===== config.mk =====
export PLATFORM = sky130hd
export DESIGN_NAME = wb_regfile
export DESIGN_NICKNAME = d
export VERILOG_FILES = /design/src/rtl/wb_regfile_pkg.sv /design/src/rtl/wb_regfile_reg_array.sv /design/src/rtl/wb_regfile.sv
export SDC_FILE = /design/constraint.sdc
export NUM_CORES = 1
export LEC_CHECK = 0
export CAP_MARGIN = 5
export CORE_MARGIN = 2
export CORE_UTILIZATION = 30
export DETAILED_ROUTE_END_ITERATION = 7
export GPL_TIMING_DRIVEN = 0
export HOLD_SLACK_MARGIN = 0.06
export PLACE_DENSITY_LB_ADDON = 0.08
export RECOVER_POWER = 25
export SYNTH_ARGS = -nofsm -noshare
export SYNTH_HDL_FRONTEND = slang
export SYNTH_SLANG_ARGS = --single-unit

===== constraint.sdc =====
create_clock -name CLK -period 3.6 [get_ports CLK]
set_clock_uncertainty 0.2 [all_clocks]
set_input_delay 0.9 -clock CLK [delete_from_list [all_inputs] [get_ports CLK]]
set_output_delay 0.9 -clock CLK [all_outputs]
set_load 0.005 [all_outputs]

===== src/rtl/wb_regfile_pkg.sv =====
// -----------------------------------------------------------------------------
// misc_v_pkg
//   Shared constants and types for the MEM/WB write-back register file.
//   DATA_W     : datapath / register width
//   REG_ADDR_W : register index width
//   NUM_REGS   : number of architectural registers (2**REG_ADDR_W)
//   wb_src_e   : write-back source select, encoded to match IRegStore
// -----------------------------------------------------------------------------
package misc_v_pkg;

  localparam int DATA_W     = 16;
  localparam int REG_ADDR_W = 4;
  localparam int NUM_REGS   = 2 ** REG_ADDR_W;

  typedef enum logic {
    WB_SRC_ALU = 1'b0,
    WB_SRC_MEM = 1'b1
  } wb_src_e;

endpackage


===== src/rtl/wb_regfile_reg_array.sv =====
// -----------------------------------------------------------------------------
// wb_regfile_reg_array
//   Register storage: one synchronous write port, two asynchronous read ports.
//   Contents clear asynchronously on reset; index 0 is hardwired to zero.
// Ports:
//   clk     in  rising-edge clock
//   rst_n   in  asynchronous active-low reset
//   we      in  write enable (writes to index 0 are ignored)
//   waddr   in  write index
//   wdata   in  write data
//   raddr1  in  read port 1 index      rdata1 out read port 1 data
//   raddr2  in  read port 2 index      rdata2 out read port 2 data
// -----------------------------------------------------------------------------
module wb_regfile_reg_array #(
  parameter int DATA_W     = misc_v_pkg::DATA_W,
  parameter int REG_ADDR_W = misc_v_pkg::REG_ADDR_W
) (
  input  logic                  clk,
  input  logic                  rst_n,
  input  logic                  we,
  input  logic [REG_ADDR_W-1:0] waddr,
  input  logic [DATA_W-1:0]     wdata,
  input  logic [REG_ADDR_W-1:0] raddr1,
  input  logic [REG_ADDR_W-1:0] raddr2,
  output logic [DATA_W-1:0]     rdata1,
  output logic [DATA_W-1:0]     rdata2
);
  import misc_v_pkg::*;

  localparam int NREGS = 2 ** REG_ADDR_W;

  logic [DATA_W-1:0] mem_q [NREGS];
  logic [DATA_W-1:0] mem_d [NREGS];

  always_comb begin
    for (int i = 0; i < NREGS; i++) begin
      mem_d[i] = mem_q[i];
    end
    // Entry 0 is never written, so it keeps its reset value of zero.
    if (we && (waddr != '0)) begin
      mem_d[waddr] = wdata;
    end
  end

  always_ff @(posedge clk or negedge rst_n) begin
    if (!rst_n) begin
      for (int i = 0; i < NREGS; i++) begin
        mem_q[i] <= '0;
      end
    end else begin
      for (int i = 0; i < NREGS; i++) begin
        mem_q[i] <= mem_d[i];
      end
    end
  end

  assign rdata1 = (raddr1 == '0) ? '0 : mem_q[raddr1];
  assign rdata2 = (raddr2 == '0) ? '0 : mem_q[raddr2];

endmodule


===== src/rtl/wb_regfile.sv =====
// -----------------------------------------------------------------------------
// wb_regfile
//   Write-back end of the MEM/WB boundary: selects the write-back value,
//   commits it to a 2**REG_ADDR_W x DATA_W register file, serves two
//   combinational read ports and counts committed writes.
// Configuration:
//   WB_REGFILE_BYPASS_EN : when defined, a read port whose index matches the
//                          register being committed this cycle returns
//                          OWbData directly (same-cycle write-through).
// Ports:
//   CLK        in  rising-edge clock
//   Reset      in  asynchronous active-low reset
//   IValid     in  MEM/WB slot holds a real instruction
//   IRegWrite  in  instruction writes a destination register
//   IRegStore  in  1 = write back IStoreMem, 0 = IALUResult
//   IALUResult in  ALU result
//   IStoreMem  in  memory read data
//   IRd        in  destination field (only low REG_ADDR_W bits used)
//   IRs1Addr   in  read port 1 index   ORs1Data out read port 1 data
//   IRs2Addr   in  read port 2 index   ORs2Data out read port 2 data
//   OWbData    out selected write-back value (combinational)
//   OWbCount   out committed-write counter (wraps)
// -----------------------------------------------------------------------------
module wb_regfile #(
  parameter int DATA_W     = misc_v_pkg::DATA_W,
  parameter int REG_ADDR_W = misc_v_pkg::REG_ADDR_W,
  parameter int CNT_W      = 16
) (
  input  logic                  CLK,
  input  logic                  Reset,
  input  logic                  IValid,
  input  logic                  IRegWrite,
  input  logic                  IRegStore,
  input  logic [DATA_W-1:0]     IALUResult,
  input  logic [DATA_W-1:0]     IStoreMem,
  input  logic [15:0]           IRd,
  input  logic [REG_ADDR_W-1:0] IRs1Addr,
  input  logic [REG_ADDR_W-1:0] IRs2Addr,
  output logic [DATA_W-1:0]     ORs1Data,
  output logic [DATA_W-1:0]     ORs2Data,
  output logic [DATA_W-1:0]     OWbData,
  output logic [CNT_W-1:0]      OWbCount
);
  import misc_v_pkg::*;

  wb_src_e               wb_src;
  logic [REG_ADDR_W-1:0] rd;
  logic                  commit;
  logic [DATA_W-1:0]     arr_rs1;
  logic [DATA_W-1:0]     arr_rs2;
  logic [CNT_W-1:0]      count_q;
  logic [CNT_W-1:0]      count_d;

  // Upper destination bits alias onto the low index; they carry no meaning.
  logic unused_rd_hi;
  assign unused_rd_hi = ^IRd[15:REG_ADDR_W];

  assign rd     = IRd[REG_ADDR_W-1:0];
  assign wb_src = wb_src_e'(IRegStore);

  always_comb begin
    OWbData = IALUResult;
    if (wb_src == WB_SRC_MEM) begin
      OWbData = IStoreMem;
    end
  end

  // Writes to index 0 are discarded and must not count as commits.
  assign commit = Reset && IValid && IRegWrite && (rd != '0);

  wb_regfile_reg_array #(
    .DATA_W     (DATA_W),
    .REG_ADDR_W (REG_ADDR_W)
  ) u_reg_array (
    .clk    (CLK),
    .rst_n  (Reset),
    .we     (commit),
    .waddr  (rd),
    .wdata  (OWbData),
    .raddr1 (IRs1Addr),
    .raddr2 (IRs2Addr),
    .rdata1 (arr_rs1),
    .rdata2 (arr_rs2)
  );

  always_comb begin
    count_d = count_q;
    if (commit) begin
      count_d = count_q + CNT_W'(1);
    end
  end

  always_ff @(posedge CLK or negedge Reset) begin
    if (!Reset) begin
      count_q <= '0;
    end else begin
      count_q <= count_d;
    end
  end

  assign OWbCount = count_q;

`ifdef WB_REGFILE_BYPASS_EN
  // commit already excludes rd == 0, so index 0 can never be forwarded.
  always_comb begin
    ORs1Data = arr_rs1;
    ORs2Data = arr_rs2;
    if (commit && (IRs1Addr == rd)) begin
      ORs1Data = OWbData;
    end
    if (commit && (IRs2Addr == rd)) begin
      ORs2Data = OWbData;
    end
  end
`else
  assign ORs1Data = arr_rs1;
  assign ORs2Data = arr_rs2;
`endif

endmodule

Word level (Yosys, flattened, before mapping)
Cells that the tools add are included.
{"block": "classes", "order_cmp": 4, "n_addsub": 1, "n_mux": 12, "bitwise": 3, "n_reduce_logical": 8}
{"cell": "$bwmux W256", "count": 1}
{"cell": "$bmux W16 S4", "count": 2}
{"cell": "$mux W16", "count": 8}
{"cell": "$demux W16 S4", "count": 1}
{"cell": "$add A16 B1 Y16 const B", "count": 1}
{"cell": "$ge A5 B5 Y1 const B", "count": 3}
{"cell": "$not A4 Y5", "count": 3}
{"cell": "$logic_not A4 Y1", "count": 2}
{"cell": "$logic_and A1 B1 Y1", "count": 5}
{"cell": "$lt A5 B1 Y1 const B", "count": 1}
{"cell": "$reduce_bool A4 Y1", "count": 1}
{"block": "word_totals", "regBits": 272, "word_cells": 45}

Logic depth before layout (Yosys ltp)
{"block": "depth", "depth_word": 6, "mapped_depth": 7}

By module
Synthesis repeated with hierarchy kept, for this count alone.
{"block": "unflattened", "hier_cells": 936, "area_unflattened_um2": 13953.4}
{"mod": "wb_regfile_reg_array", "cells_each": 852, "n_inst": 1, "area_per_inst_um2": 13002.5}
{"mod": "wb_regfile", "cells_each": 84, "n_inst": 1, "area_per_inst_um2": 950.9}

Worst setup path before layout
No wires, ideal clock.
{"block": "synth_path", "path_type": "input-to-output", "from": "input port IRs1Addr[0]", "to": "output port ORs1Data[10]", "arrival_time_ps": 2214, "path_stages": 5, "t_required_ps": 2500, "setup_slack_ps": 286, "path_buffers": 3, "cell_sequence": "buf_6 > buf_8 > buf_6 > mux4_2 > a221o_1"}
{"block": "synth_between", "elab_chain_len": 5, "elab_cells_between_ends": 6, "classes_between": "mux (4); bitwise (1); reduce/logical (1)"}
{"item": "from (decl)", "line": "wb_regfile.sv:37", "text": "input logic [REG_ADDR_W-1:0] IRs1Addr,"}
{"item": "$not A4 Y5 (implied by the code)", "line": "wb_regfile_reg_array.sv:57", "text": "assign rdata1 = (raddr1 == '0) ? '0 : mem_q[raddr1];"}
{"item": "$bmux W16 S4", "line": "wb_regfile_reg_array.sv:57"}
{"item": "$mux W16 (implied by the code) (2 in a row)", "line": "wb_regfile_reg_array.sv:57"}
{"item": "$mux W16 (*)", "line": "wb_regfile_reg_array.sv:57"}
{"item": "to (decl)", "line": "wb_regfile.sv:39", "text": "output logic [DATA_W-1:0] ORs1Data,"}
Every way passes the cells marked *; elsewhere a longest branch is shown, timed or not. The select of a mux whose other input is x is not followed.

Worst setup path after layout
{"block": "layout_path", "from": "input port IRs1Addr[0]", "to": "output port ORs1Data[13]"}
Same word-level chain as after synthesis.

==> flow_summary_export.csv <==
group,metric,value,unit
floorplan,die-height,214.8,um
floorplan,die_w,214.8,um
clocking,clkTransAtPathRegs,0.06,ns
route,drt_pre_antenna_iters,5,
route,viasPerCell,5.436,
status,failed_checks,"setup timing",
synthesis,synth_fa_ha_area_share,0.09382,%
route,num_vias,11090,
synthesis,async_flop_share,100.0,%
sta,hold_violations,0,
sta,period_share,100.4,%
synthesis,synth.most_common_cell,"dfrtp_1",
pwr,switching_share,29.60,%
synthesis,synth_commonest_cells,"dfrtp_1 (257), nand2_1 (136), o21ai_0 (130)",
synthesis,synth_edf_count,0,
global_route,grt_overflow_total,0,
sta,setup-violations-final,2,
pwr,p_int,6475,uW
critical_path,cp-start-kind,"input port",
hold_path,hold_path_class,"reg -> reg",
clocking,cts_tree,"built",
floorplan,rows,77,
placed_design,gp_congestion,0.8127,
synthesis,yosys.cell_types.count,41,
pwr,power_density,511.8,nW/um^2
pwr,comb_power_share,22.1,%
clocking,cts-root-buf,"clkbuf_16",
finish,seq_area,6431,um^2
finish,stdcell_count,2040,
finish,n_antenna_cell,0,
global_route,first_global_vias,11620,
synthesis,syn_nets,1289,
pwr,vdd_drop_max,0.3543,mV
floorplan,ios,125,
synthesis,synthSimpleGateAreaFrac,10.85,%
sta,worst_slack,-0.01390,ns
sta,relSlewSlack,39.95,%
pwr,p_leak,0.007605,uW
floorplan,coreArea,44030,um^2
sta,period_needed,3.614,ns
synthesis,syn_area_per_cell,10.87,um^2
synthesis,synth_top_family_by_area,"multiplexers",
clocking,htreeDepth,1,
clocking,cts_buffers,31,
critical_path,cp.arrival,2.51,ns
route,postRouteAntennaNets,0,
synthesis,muxShareOfSynthArea,21.69,%
synthesis,synth_compound_area_share,13.62,%
status,outcome,"complete, but fails checks",
placed_design,dp_cells,1927,
route,drc,0,
finish,drive_above_1_share,27.49,%
sta,fin_tns_setup,-0.01650,ns
synthesis,synthFlopType,"dfrtp_1",
finish,stdcell_area,17970,um^2
synthesis,synth-xor-area-share,0.9851,%
synthesis,postSynthCellCount,1227,
synthesis,synth-seq-cells,257,
sta,rsz0062_at_grt,"true",
global_route,grt_antenna_before_repair,0,
finish,filler_cell_count,4330,
finish,final_util,40.81,%
pwr,clkPwrFrac,36.7,%
synthesis,syn_area,13340,um^2
placed_design,dp_hpwl,37.74,mm
placed_design,port_buffers,106,
critical_path,end_kind,"primary output",
finish,syn2layout_area_growth,34.74,%
critical_path,cp_max_fo,7,
route,drt_iter0_markers,945,
floorplan,initial_core_util,30.29,%
route,wirelength,55.55,mm
pwr,p_seq_share,41.2,%
sta,drv_slew,0,
global_route,grt_max_degree,110,
clocking,clock_path_buffers,3,
route,wire_per_inst,27.23,um
critical_path,crit_type,"in -> out",
clocking,cts.sinks,257,
global_route,grt_pass1_wl,81.67,mm
sta,max_freq,276.7,MHz
synthesis,yosysTopAreaCell,"dfrtp_1",
synthesis,yosysWarnings,0,
clocking,clk_latency,0.59,ns
critical_path,required,2.50,ns
finish,nets,1485,
finish,multi_input_area,6875,um^2
synthesis,synth_area_leaders,"dfrtp_1 (48%), mux4_2 (15%), o21ai_0 (4.9%), a21oi_1 (4.8%), nand2_1 (3.8%)",
synthesis,synth_top_area_share,48.22,%
run,drv_cap,0,
synthesis,synth_seq_area_share,48.22,%
pwr,p_sw,2722,uW
sta,tightest_slew,0.9008,ns
global_route,grt_usage,24.14,%
floorplan,dieArea,46160,um^2
placed_design,place_area,15200,um^2
==> final timing paths <==
| check | to | slack (ns) | cells after the start | start |
|---|---|---|---|---|
| max in group asynchronous | u_reg_array.mem_q[183] | 1.17 | 4 | Reset |
| setup / recovery | ORs1Data[13] | -0.01 | 8 | IRs1Addr[0] |
| setup reg to reg | OWbCount[10] | 1.67 | 4 | OWbCount[4] |
| min in group asynchronous | u_reg_array.mem_q[98] | 0.60 | 2 | Reset |
| hold / removal | u_reg_array.mem_q[254] | 0.26 | 1 | u_reg_array.mem_q[254] |
| hold reg to reg | u_reg_array.mem_q[254] | 0.26 | 1 | u_reg_array.mem_q[254] |
==> power groups by stage <==
stage,Combinational [uW],Clock (uW),Sequential [uW]
finish,2030,3370,3790
global route,2210,3550,3860
CTS,2010,3440,3780
global placement,1750,0,3810
floorplan,1110,0,3670
detailed placement,1790,0,3820
==> per-layer routing <==
layer | GRT usage (%) | part of all wire, % | wire length, um
met5 | 0 | 0 | 0
met4 | 8.264 | 3.7 | 2031
met3 | 3.015 | 4.7 | 2626
met1 | 33.98 | 45 | 25130
met2 | 38.52 | 46 | 25760
==> per-stage QoR <==
| step | total power (uW) | worst slack (ns) | hold WS (ns) |
|---|---|---|---|
| final | 9197 | -0.01390 | 0.2593 |
| after global routing | 9615 | -0.09506 | 0.2735 |
| after CTS | 9225 | -0.09170 | 0.2622 |
| after detailed placement | 5603 | -1.611 | 0.2483 |
| after global placement | 5568 | -11.70 | 0.2438 |
| after floorplan | 4780 | 0.2863 | 0.2246 |
==> cells by family (layout without fill, tap and decap cells) <==
group / count (synthesis) / in the layout
simple gates: 331 / 331
compound gates: 321 / 321
flops: 257 / 257
mux: 162 / 162
buf+inv: 140 / 361
xor+xnor: 15 / 15
fa+ha+maj: 1 / 1
==> timing repair <==
item	in CTS	in global routing
pin swaps	27	6
setup buffers	44	8
resized for setup	373	37
hold buffers	1	0
setup endpoints to repair	48	78
cloned	3	0
hold endpoints to repair	43	0
==> placed cells by master, fill, tap and decap left out, types with 13 or more instances in the layout <==
cell / instances
buf_12: 20
o21ai_1: 16
clkbuf_16: 34
mux2i_1: 17
a21oi_1: 122
mux4_2: 92
inv_1: 20
clkdlybuf4s50_1: 69
buf_2: 13
clkbuf_8: 19
clkbuf_1: 63
buf_4: 44
a221o_1: 29
o21ai_0: 121
mux2_2: 32
nor2_1: 116
dfrtp_1: 257
nand2_1: 136
mux2i_4: 16
==> area by class of cell <==
cell class	count	area share, %
multi-input combinational	830	38.26
clock inverter	15	1.135
clock buffer	43	4.846
tap	592	4.122
timing repair buffer	164	9.268
inverter	20	0.4178
buffer	119	6.162
sequential	257	35.79
==> flip-flops by register name, summed over array words and instances, names as in the netlist <==
register           cells
u_reg_array.mem_q    241
OWbCount              16
==> worst max-delay path, cell delays in order <==
cell      delay (ns)
buf_16          0.12
buf_12          0.15
buf_16          0.14
buf_6           0.11
buf_12          0.09
mux4_2          0.48
a221o_1         0.37
clkbuf_2        0.13
Power figures use the tool's default switching activity.
